**src/rtl/simon_key_step.sv**
```systemverilog
// simon_key_step: one registered step of the Simon key schedule, k[i] from {k[i-1]..k[i-M]} and i
//   clk        rising-edge clock
//   rst_n      asynchronous active-low reset
//   valid_in   key_in/round_idx valid this cycle
//   key_in     {k[i-1], ..., k[i-M]}, k[i-1] in the MSBs
//   round_idx  index i of the key to produce
//   key_out    registered k[i]
//   valid_out  key_out/idx_err valid (one cycle per accepted request)
//   idx_err    round_idx was outside M <= i < T for the last accepted request
module simon_key_step #(
  parameter int N = 16,
  parameter int M = 4
) (
  input  logic           clk,
  input  logic           rst_n,
  input  logic           valid_in,
  input  logic [N*M-1:0] key_in,
  input  logic [7:0]     round_idx,
  output logic [N-1:0]   key_out,
  output logic           valid_out,
  output logic           idx_err
);
  // Leftmost character of each sequence is index 0, so z[j] lives at bit 61-j.
  localparam logic [61:0] Z0 = 62'b11111010001001010110000111001101111101000100101011000011100110;
  localparam logic [61:0] Z1 = 62'b10001110111110010011000010110101000111011111001001100001011010;
  localparam logic [61:0] Z2 = 62'b10101111011100000011010010011000101000010001111110010110110011;
  localparam logic [61:0] Z3 = 62'b11011011101011000110010111100000010010001010011100110100001111;
  localparam logic [61:0] Z4 = 62'b11010001111001101011011000100000010111000011001010010011101111;
  localparam bit LEGAL = (N == 16 && M == 4) || ((N == 24 || N == 32) && (M == 3 || M == 4)) ||
                         (N == 48 && (M == 2 || M == 3)) || (N == 64 && M >= 2 && M <= 4);
  localparam int T = N == 16 ? 32 : N == 24 ? 36 : N == 32 ? (M == 3 ? 42 : 44) :
                     N == 48 ? (M == 2 ? 52 : 54) : (M == 2 ? 68 : M == 3 ? 69 : 72);
  localparam logic [61:0] ZSEQ = (N == 16 || (N == 24 && M == 3)) ? Z0 : N == 24 ? Z1 :
                                 ((N == 32 && M == 3) || M == 2) ? Z2 : (M == 3 || N == 32) ? Z3 : Z4;
  localparam logic [N-1:0] C = {{(N-2){1'b1}}, 2'b00};
  if (!LEGAL) begin : g_bad_pair
    $error("simon_key_step: (N,M) is not a Simon parameter pair");
  end
  function automatic logic [N-1:0] ror(input logic [N-1:0] x, input int r);
    return (x >> r) | (x << (N - r));
  endfunction
  logic [N-1:0] k1, k3, km, t1, tmp, nxt;
  logic [7:0]   d;
  logic [5:0]   j;
  logic         z_bit, err;
  always_comb begin
    k1 = key_in[N*M-1 -: N];
    k3 = M == 4 ? key_in[2*N-1 -: N] : '0;
    km = key_in[N-1:0];
    t1 = ror(k1, 3) ^ k3;
    tmp = t1 ^ ror(t1, 1);
    // Out-of-range indices wrap as 8-bit unsigned before the mod-62 reduction.
    d = round_idx - 8'(M);
    j = 6'(d % 8'd62);
    z_bit = ZSEQ[6'd61 - j];
    nxt = C ^ km ^ tmp ^ {{(N-1){1'b0}}, z_bit};
    err = int'(round_idx) < M || int'(round_idx) >= T;
  end
  always_ff @(posedge clk or negedge rst_n) begin
    if (!rst_n) begin
      key_out <= '0;
      valid_out <= 1'b0;
      idx_err <= 1'b0;
    end else begin
      valid_out <= valid_in;
      if (valid_in) begin
        key_out <= nxt;
        idx_err <= err;
      end
    end
  end
endmodule

```
**config.mk**
```make
export PLATFORM = sky130hd
export DESIGN_NAME = simon_key_step
export DESIGN_NICKNAME = d
export VERILOG_FILES = /design/src/rtl/simon_key_step.sv
export SDC_FILE = /design/constraint.sdc
export NUM_CORES = 1
export LEC_CHECK = 0
export ABC_CLOCK_PERIOD_IN_PS = 2070
export BUFFER_PORTS_ARGS = -buffer_cell sky130_fd_sc_hd__buf_4
export CAP_MARGIN = 25
export CORE_ASPECT_RATIO = 1.2
export CORE_MARGIN = 2
export CORE_UTILIZATION = 25
export DETAILED_ROUTE_END_ITERATION = 8
export GPL_TIMING_DRIVEN = 0
export PLACE_DENSITY = 0.44
export SYNTH_ARGS = -nofsm -noshare
export SYNTH_HDL_FRONTEND = slang
export SYNTH_SLANG_ARGS = --single-unit
```
**constraint.sdc**
```tcl
create_clock -name clk -period 2.07 [get_ports clk]
set_input_delay 0.3105 -clock clk [delete_from_list [all_inputs] [get_ports clk]]
set_output_delay 0.3105 -clock clk [all_outputs]
set_load 0.1 [all_outputs]
```
# Word-level counts from Yosys, hierarchy flattened

Memories as Yosys holds them, arrays and structs flattened.
Cells that the tools add are included.

Flip-flop bits (word level): 18
Bits in read-only memories: 64
Bits of input ports: 75
Word-level logic and storage cells: 19
Memories kept: 1

$add $sub $neg: 2
Divide/modulo/power cells: 1
Magnitude comparators: 3
Mux-type cells: 1
Bitwise logic cells: 7
Reduce and logical (&&, ||, !) cells: 1

Memories:

| name            | words | bits a word | read ports | clocked after memory_dff | wr ports | RTL line | source |
|---|---|---|---|---|---|---|---|
| (no name shown) | 64    | 1           | 1          | 0                        | 0        | 55       | `z_bit = ZSEQ[6'd61 - j];` |

Operator list:

| cell                                                                   | number |
|---|---|
| 16-bit XOR                                                             | 3 |
| 13-bit by 16-bit OR with 16-bit output                                 | 1 |
| 15-bit by 16-bit OR with 16-bit output                                 | 1 |
| 16-bit by 1-bit XOR with 16-bit output                                 | 1 |
| 14-bit NOT                                                             | 1 |
| 8-bit by 6-bit >= comparator with 1-bit output (second input constant) | 1 |
| 8-bit by 3-bit < comparator with 1-bit output (second input constant)  | 1 |
| 8-bit by 6-bit modulo with 8-bit output (second input constant)        | 1 |
| 8-bit by 3-bit subtractor with 8-bit output (second input constant)    | 1 |
| 6-bit by 7-bit < comparator with 1-bit output (second input constant)  | 1 |
| 6-bit subtractor (first input constant)                                | 1 |
| 1-bit logical OR                                                       | 1 |
| 1-bit 2-to-1 mux                                                       | 1 |

# Depth between registers and ports, before layout

Gate-level depths: netlist (run 1).

Word-level depth: 6
Gate-level depth with buffers: 21
Depth with buffers taken out: 20

# Least setup slack after synthesis (run 1)

OpenSTA, ideal clock, no wires.

Path type: input to register
From: input port round_idx[2]
To: register key_out[0]
Setup time: 0.135 ns
Arrival time: 4.765 ns
Data required time: 1.935 ns
Slack: -2.830 ns
Stages on the path: 21
Buffers on the path: 1
Path through: clkbuf_1 > inv_1 > ha_1 > nand2b_1 > o32a_1 > nor3_1 > o21ai_1 > a31o_2 > ha_1 > inv_1 > a211o_1 > a41oi_1 > ha_1 > nand2_1 > nor4_1 > a211oi_1 > a2111oi_0 > nor4b_1 > mux4_2 > xnor2_1 > mux2i_1

Cells in the longest elaborated chain, start to end: 6

RTL lines:

| item                                        | RTL line | source |
|---|---|---|
| from (decl)                                 | 18       | `input logic [7:0] round_idx,` |
| 8-bit by 3-bit subtractor with 8-bit output | 53       | `d = round_idx - 8'(M);` |
| 8-bit by 6-bit modulo with 8-bit output     | 54       | `j = 6'(d % 8'd62);` |
| 6-bit subtractor                            | 55       |  |
| memory read 64 x 1 bit                      | --       |  |
| 1-bit 2-to-1 mux (implied by the code)      | 55       |  |
| 16-bit by 1-bit XOR with 16-bit output      | 56       | `nxt = C ^ km ^ tmp ^ {{(N-1){1'b0}}, z_bit};` |
| to (signal assigned)                        | 67       | `key_out <= nxt;` |
| to (decl)                                   | 19       | `output logic [N-1:0] key_out,` |

Every way passes these cells. The select of a mux whose other input is x is not followed.
A chain may end at the register's enable or synchronous reset.

# Worst setup path in the final report (run 1)

Same ends and word-level chain as after synthesis.

==> results.json, run 1 <==
{
  "die_y_um": 106,
  "io_pins": 93,
  "p_leak_nw": 1.45,
  "path_clk_slew_ps": 70,
  "clock_skew_ps": 0,
  "worst-setup-path-type": "input port to flip-flop",
  "clock_path_buffers": 2,
  "r2r_setup_slack_ps": 1330,
  "synth_cell_type_count": 63,
  "whs_ps": 218,
  "drc_errors": 0,
  "root_buffer": "clkbuf_8",
  "synth_mux_area_frac": 0.0494,
  "min_path_type": "input port to flip-flop",
  "drt_iter0_drc": 100,
  "ant_nets": 0,
  "fp-row-count": 37,
  "path_cells": "buf_8 -> clkbuf_16 -> clkinv_8 -> ha_4 -> o211ai_1 -> o32a_1 -> buf_6 -> o211ai_1 -> buf_4 -> a2111o_1 -> a221oi_4 -> buf_4 -> a41oi_4 -> ha_4 -> buf_6 -> o211a_4 -> a211o_4 -> a211oi_4 -> nor4b_4 -> mux4_2 -> xnor2_2 -> mux2i_1",
  "worstPathRequired_ps": 2190,
  "start_kind": "input port",
  "nets": 450,
  "dieArea_mm2": 0.00937,
  "slew_viol_final": 0,
  "avgViaCountPerCell": 4.77,
  "dp_slack_ps": -3290,
  "ys_async_sr_fraction": 1.00,
  "powerDensity_mw_per_mm2": 748,
  "slowest_delay_ps": 500,
  "place_congestion": 0.821,
  "track_usage": 0.137,
  "placedCellCount": 441,
  "cap_violations": 0,
  "ys.flop_type": "dfrtp_1",
  "initial_core_util": 0.254,
  "cts_tree": "yes",
  "cts_buffers": 3,
  "rsz0062_at_grt": "yes",
  "routed_wl_um": 6890,
  "yosysWarnings": 0,
  "slowest_stage": "mux4_2",
  "firstDrtPassIters": 4,
  "cts_max_level": 1,
  "cts_sinks": 18,
  "drive_gt1_frac": 0.459,
  "wl_per_cell_um": 14.3,
  "finalCritPeriodShare": 2.17,
  "slew_headroom": 0.641,
  "die_x_um": 88.7,
  "synth_top_family_by_area": "compound AO/OA/AOI/OAI gates",
  "avgSynthCellArea_um2": 8.57,
  "ir_drop_mv": 0.363,
  "r2r-start": "key_out[1]",
  "synthAdderAreaFrac": 0.0465,
  "synthSimpleGateAreaFrac": 0.158,
  "yosysSeqAreaShare": 0.209,
  "grt_max_degree": 19,
  "synth_compound_area_frac": 0.266,
  "cp-startpoint": "round_idx[2]",
  "area.growth.synth_to_final_pct": 63.9,
  "arrival_ps": 4600,
  "fin_ws_ps": -2410,
  "fin_cells": 483,
  "max_freq_mhz": 223,
  "grt_pass1_wl_um": 10400,
  "first_global_vias": 2179,
  "report.final.hold_viol_count": 0,
  "worst_pin_slew_ps": 536,
  "clk_latency_ps": 250,
  "dpl.hpwl_um": 5080,
  "core_mm2": 0.00847,
  "setup_violations": 1,
  "min_period_ps": 4480,
  "crit_path_max_fanout": 4,
  "antenna_found_initial": 0,
  "crit_end": "key_out[0]",
  "r2r-end": "key_out[1]",
  "violations": "negative setup slack",
  "synth_edf_count": 0,
  "synth-xor-area-share": 0.232,
  "status": "complete, but fails checks",
  "port_buffers": 73,
  "rr_worst_depth": 1,
  "syn_nets": 334,
  "dr_total_vias": 2306,
  "grt_remaining_overflow": 0,
  "diodes": 0,
  "syn-instance-count": 251,
  "netlist_area_mm2": 0.00215,
  "cp-end-kind": "flip-flop",
  "synth-seq-cells": 18
}
## worst min path at each step
stage	from	to	slack, ps	depth (start not counted)
2_1_floorplan	rst_n	idx_err	10	0
3_3_place_gp	rst_n	key_out[10]	200	1
3_5_place_dp	rst_n	key_out[10]	200	1
4_1_cts	valid_in	valid_out	220	1
5_1_grt	valid_in	valid_out	220	1
6_report	valid_in	valid_out	220	1
## power breakdown
part,switching [mW],leakage [nW],total (mW),internal [mW]
combinational,1.18,1.22,1.88,0.704
sequential,0.0396,0.200,0.469,0.430
clock,0.118,0.0288,0.287,0.169
total,1.34,1.45,2.64,1.30
## cell usage in the layout (no fill, tap or decap), types with 3 or more instances in the layout
master and instances:
inv_1 8, mux2i_1 4, nand3_1 5, a21oi_1 20
nand2_1 6, buf_4 108, o211a_1 3, clkbuf_8 4
buf_2 3, dfrtp_1 18, ha_4 4, a211oi_4 3
o211ai_1 7, ha_1 4, clkbuf_1 4, o22ai_1 3
nor2_1 22, xnor2_1 51, mux2_2 3, a31oi_1 3
xor2_1 5, nand4_1 3, a211oi_1 3
## kinds of logic (layout without fill, tap and decap cells)
kind of cell	after synthesis	count (layout)
AO/OA/AOI/OAI	73	73
XOR/XNOR	57	57
adder cells (fa/ha/maj)	8	8
buffers and inverters	20	135
flip-flops	18	18
multiplexers	9	9
AND/OR/NAND/NOR	66	66
## layout make-up
class	count	area, µm²
flip-flops and latches	18	450
fillers	862	4940
inverters	11	61.3
well taps	117	146
multi-input cells	213	1900
repair buffers	111	851
clock buffers	4	55.1
plain buffers	9	62.6
## stage by stage
step | util | power, mW | setup TNS [ps] | area [µm²]
after CTS | 0.396 | 2.55 | -2390 | 3350
after floorplan | - | 1.68 | -2490 | 2200
after detailed placement | 0.341 | 2.07 | -3290 | 2890
final | 0.416 | 2.64 | -2410 | 3530
after global placement | 0.341 | 2.06 | -3240 | 2890
after global routing | 0.416 | 2.78 | -2640 | 3530
## routing by layer
layer / global-route usage / wire [µm] / up-vias
met5: 0 / 0 / -
met4: 0.0130 / 22 / 0
met3: 0.0157 / 312 / 2
met2: 0.245 / 3590 / 49
met1: 0.180 / 2960 / 1092
li1: - / - / 1163
## cell usage after synthesis (2+ instances only)
cell type | count | share of area
a31oi_1 | 3 | 0.0087
a211oi_1 | 5 | 0.017
buf_2 | 3 | 0.0070
xor2_1 | 5 | 0.020
o211a_1 | 5 | 0.023
nand4_1 | 3 | 0.0087
xnor2_1 | 52 | 0.21
and3_1 | 2 | 0.0058
nor2_1 | 25 | 0.044
a21oi_1 | 20 | 0.047
o2111ai_1 | 2 | 0.0081
and4_1 | 2 | 0.0081
mux2i_1 | 5 | 0.023
o211ai_1 | 7 | 0.024
ha_1 | 8 | 0.047
o31ai_1 | 2 | 0.0070
nor4_1 | 4 | 0.012
o22ai_1 | 3 | 0.0087
nand3_1 | 5 | 0.012
and2_1 | 3 | 0.0087
dfrtp_1 | 18 | 0.21
clkbuf_1 | 5 | 0.0087
o22a_1 | 2 | 0.0081
nand2_1 | 7 | 0.012
inv_1 | 10 | 0.017
a211o_1 | 2 | 0.0081
or2_2 | 2 | 0.0058
mux2_2 | 3 | 0.016
nor3_1 | 4 | 0.0093
## state kept, by name, indices dropped and copies added, names as in the netlist
name       flops
key_out       16
idx_err        1
valid_out      1
## critical path, delay by kind of cell
kind                       cells  cell delay (ps)
and+or+nand+nor                1               70
xor gates and xnor gates       1              140
buffers and inverters          7              870
adders and majority gates      2              400
AOI/OAI and AO/OA              9             2210
muxes                          2              580
## what timing repair did
item / 4_1_cts / 5_1_grt
setup endpoints to repair: 1 / 1
resized for setup: 41 / 14
cloned: 0 / 0
endpoints found under the hold margin: 18 / 0
buffers inserted: 23 / 15
pin swaps: 25 / 26
hold buffers: 1 / 0
Power figures use the tool's default switching activity.
==> run 2, diff against run 1 <==
--- a/config.mk
+++ b/config.mk
@@ -8,7 +8,6 @@
 export ABC_CLOCK_PERIOD_IN_PS = 2070
 export BUFFER_PORTS_ARGS = -buffer_cell sky130_fd_sc_hd__buf_4
 export CAP_MARGIN = 25
-export CORE_ASPECT_RATIO = 1.2
 export CORE_MARGIN = 2
 export CORE_UTILIZATION = 25
 export DETAILED_ROUTE_END_ITERATION = 8
==> run 2 against run 1 <==
Compared with the run above: the flow still finishes with violations (negative setup slack); sequential power hardly changed; combinational power shrank 4%; register-to-register slack barely moved; clock skew unchanged; worst setup slack better by 64 ps; utilization fell by 0.40 points; critical path depth grew 1; critical path type unchanged.
==> results.json, run 2 (synthesis results as in run 1) <==
{
  "status": "complete, but fails checks",
  "violations": "negative setup slack",
  "whs_ps": 212,
  "p_leak_nw": 1.36,
  "grtUsageMet3": 0.0195,
  "clock_path_buffers": 2,
  "cts_tree": "yes",
  "cts_sinks": 18,
  "setup_violations": 1,
  "cp_common_cell": "ha_4",
  "routed_wl_um": 6750,
  "cts_buffers": 3,
  "pwr-share-seq": 0.185,
  "slew_headroom": 0.635,
  "p_int_mw": 1.25,
  "ant_nets": 0,
  "port_buffers": 73,
  "dp_slack_ps": -3160,
  "rsz0062_at_grt": "yes",
  "arrival_ps": 4540,
  "min_path_type": "input port to flip-flop",
  "busiest_layer": "met2",
  "clk_latency_ps": 250,
  "grt_pass1_wl_um": 11000,
  "avgViaCountPerCell": 4.97,
  "area.growth.synth_to_final_pct": 59.0,
  "cp-end-kind": "flip-flop",
  "slowest_stage": "mux4_2",
  "worst_pin_slew_ps": 547,
  "total_power_mw": 2.55,
  "p_clk_frac": 0.110,
  "path_delay_family": "compound AO/OA/AOI/OAI gates",
  "fp-row-count": 33,
  "path_buf_inv": 5,
  "grt_remaining_overflow": 0,
  "layout_commonest_cell": "buf_4",
  "worstPathRequired_ps": 2190,
  "crit_path_max_fanout": 5,
  "drive_gt1_frac": 0.444,
  "diodes": 0,
  "die_x_um": 96.8,
  "path_clk_slew_ps": 70,
  "powerDensity_mw_per_mm2": 745,
  "p_switching_mw": 1.30,
  "firstDrtPassIters": 4,
  "final_cell_mix": "buf_4, xnor2_1, nor2_1",
  "report.final.hold_viol_count": 0,
  "root_buffer": "clkbuf_8",
  "worst-setup-path-type": "input port to flip-flop",
  "antenna_found_initial": 0,
  "slowest_delay_ps": 480,
  "initial_core_util": 0.259,
  "path_cells": "buf_8 -> clkbuf_16 -> inv_12 -> ha_4 -> o211ai_1 -> o32a_1 -> o211ai_1 -> buf_4 -> and2_4 -> a31o_4 -> ha_4 -> inv_2 -> a211o_1 -> a41oi_4 -> ha_4 -> nand2_2 -> nor4_4 -> a211oi_4 -> a2111oi_4 -> nor4b_2 -> mux4_2 -> xnor2_1 -> mux2i_1",
  "fin_ws_ps": -2350,
  "final.setup.tns_ps": -2350,
  "largest_reg_flops": 16,
  "dr_total_vias": 2302,
  "die_y_um": 96.8,
  "dpl.hpwl_um": 4870,
  "core_mm2": 0.00830,
  "io_pins": 93,
  "p_comb_frac": 0.705,
  "swShare": 0.509,
  "finalCritPeriodShare": 2.13,
  "use_met2": 0.237,
  "gr-usage-met1": 0.181,
  "cts_max_level": 1,
  "drt_iter0_drc": 71,
  "slew_viol_final": 0,
  "place_congestion": 0.807,
  "fin_util": 0.412,
  "start_kind": "input port",
  "grt_max_degree": 19,
  "cap_violations": 0,
  "max_freq_mhz": 226,
  "drc_errors": 0,
  "top_register": "key_out",
  "min_period_ps": 4420,
  "first_global_vias": 2314,
  "ir_drop_mv": 0.242,
  "top_regs": "key_out x16, idx_err x1, valid_out x1",
  "nets": 442,
  "dieArea_mm2": 0.00937,
  "track_usage": 0.137,
  "wl_per_cell_um": 14.6,
  "clock_skew_ps": 0
}
==> run 2: cell count changes in the layout (fill, tap and decap cells not counted), moves of 2 or more <==
| cell | previous run | this run |
|---|---|---|
| o211a_4 | 1 | 4 |
| buf_4 | 108 | 101 |
| nor2_2 | 2 | 0 |
| o211a_1 | 3 | 1 |
==> run 2: what timing repair did <==
item                                   in CTS  in global routing
setup endpoints to repair                   1                  1
resized for setup                          34                 14
hold buffers                                1                  0
pin swaps                                  21                 19
setup buffers                              21                  8
endpoints found under the hold margin      18                  0
==> run 2: final timing paths <==
check / startpoint / depth (start not counted) / slack, ps / to
worst max-delay path: round_idx[2] / 23 / -2350 / key_out[0]
max in group asynchronous: rst_n / 2 / 1400 / key_out[8]
min in group asynchronous: rst_n / 2 / 480 / key_out[12]
worst min register to register: key_out[1] / 1 / 520 / key_out[1]
worst max register to register: key_out[1] / 1 / 1320 / key_out[1]
worst min-delay path: valid_in / 1 / 210 / valid_out
==> run 2: stage by stage <==
| stage | cell area (µm²) | cells |
|---|---|---|
| 6_report | 3420 | 463 |
| 5_1_grt | 3420 | 463 |
| 4_1_cts | 3250 | 455 |
| 3_5_place_dp | 2880 | 429 |
| 3_3_place_gp | 2880 | 429 |
| 2_1_floorplan | 2200 | 251 |
==> run 2: cell type report <==
type / count / area, µm²
inverter: 11 / 56.3
tap: 105 / 131
clock buffer: 4 / 55.1
timing repair buffer: 103 / 787
sequential: 18 / 450
buffer: 9 / 62.6
multi-input combinational: 213 / 1880
fill: 834 / 4880
==> run 2: power groups by stage <==
| stage | registers (mW) | clock network [mW] | logic [mW] |
|---|---|---|---|
| 2_1_floorplan | 1.05 | 0 | 0.634 |
| 3_3_place_gp | 0.476 | 0 | 1.58 |
| 3_5_place_dp | 0.478 | 0 | 1.58 |
| 4_1_cts | 0.472 | 0.292 | 1.70 |
| 5_1_grt | 0.482 | 0.304 | 1.90 |
| 6_report | 0.472 | 0.280 | 1.80 |
==> run 2: per-layer routing <==
metal / share of wire / vias up
met5: 0 / -
met4: 0.0090 / 0
met3: 0.041 / 6
met2: 0.49 / 74
met1: 0.46 / 1075
li1: - / 1147
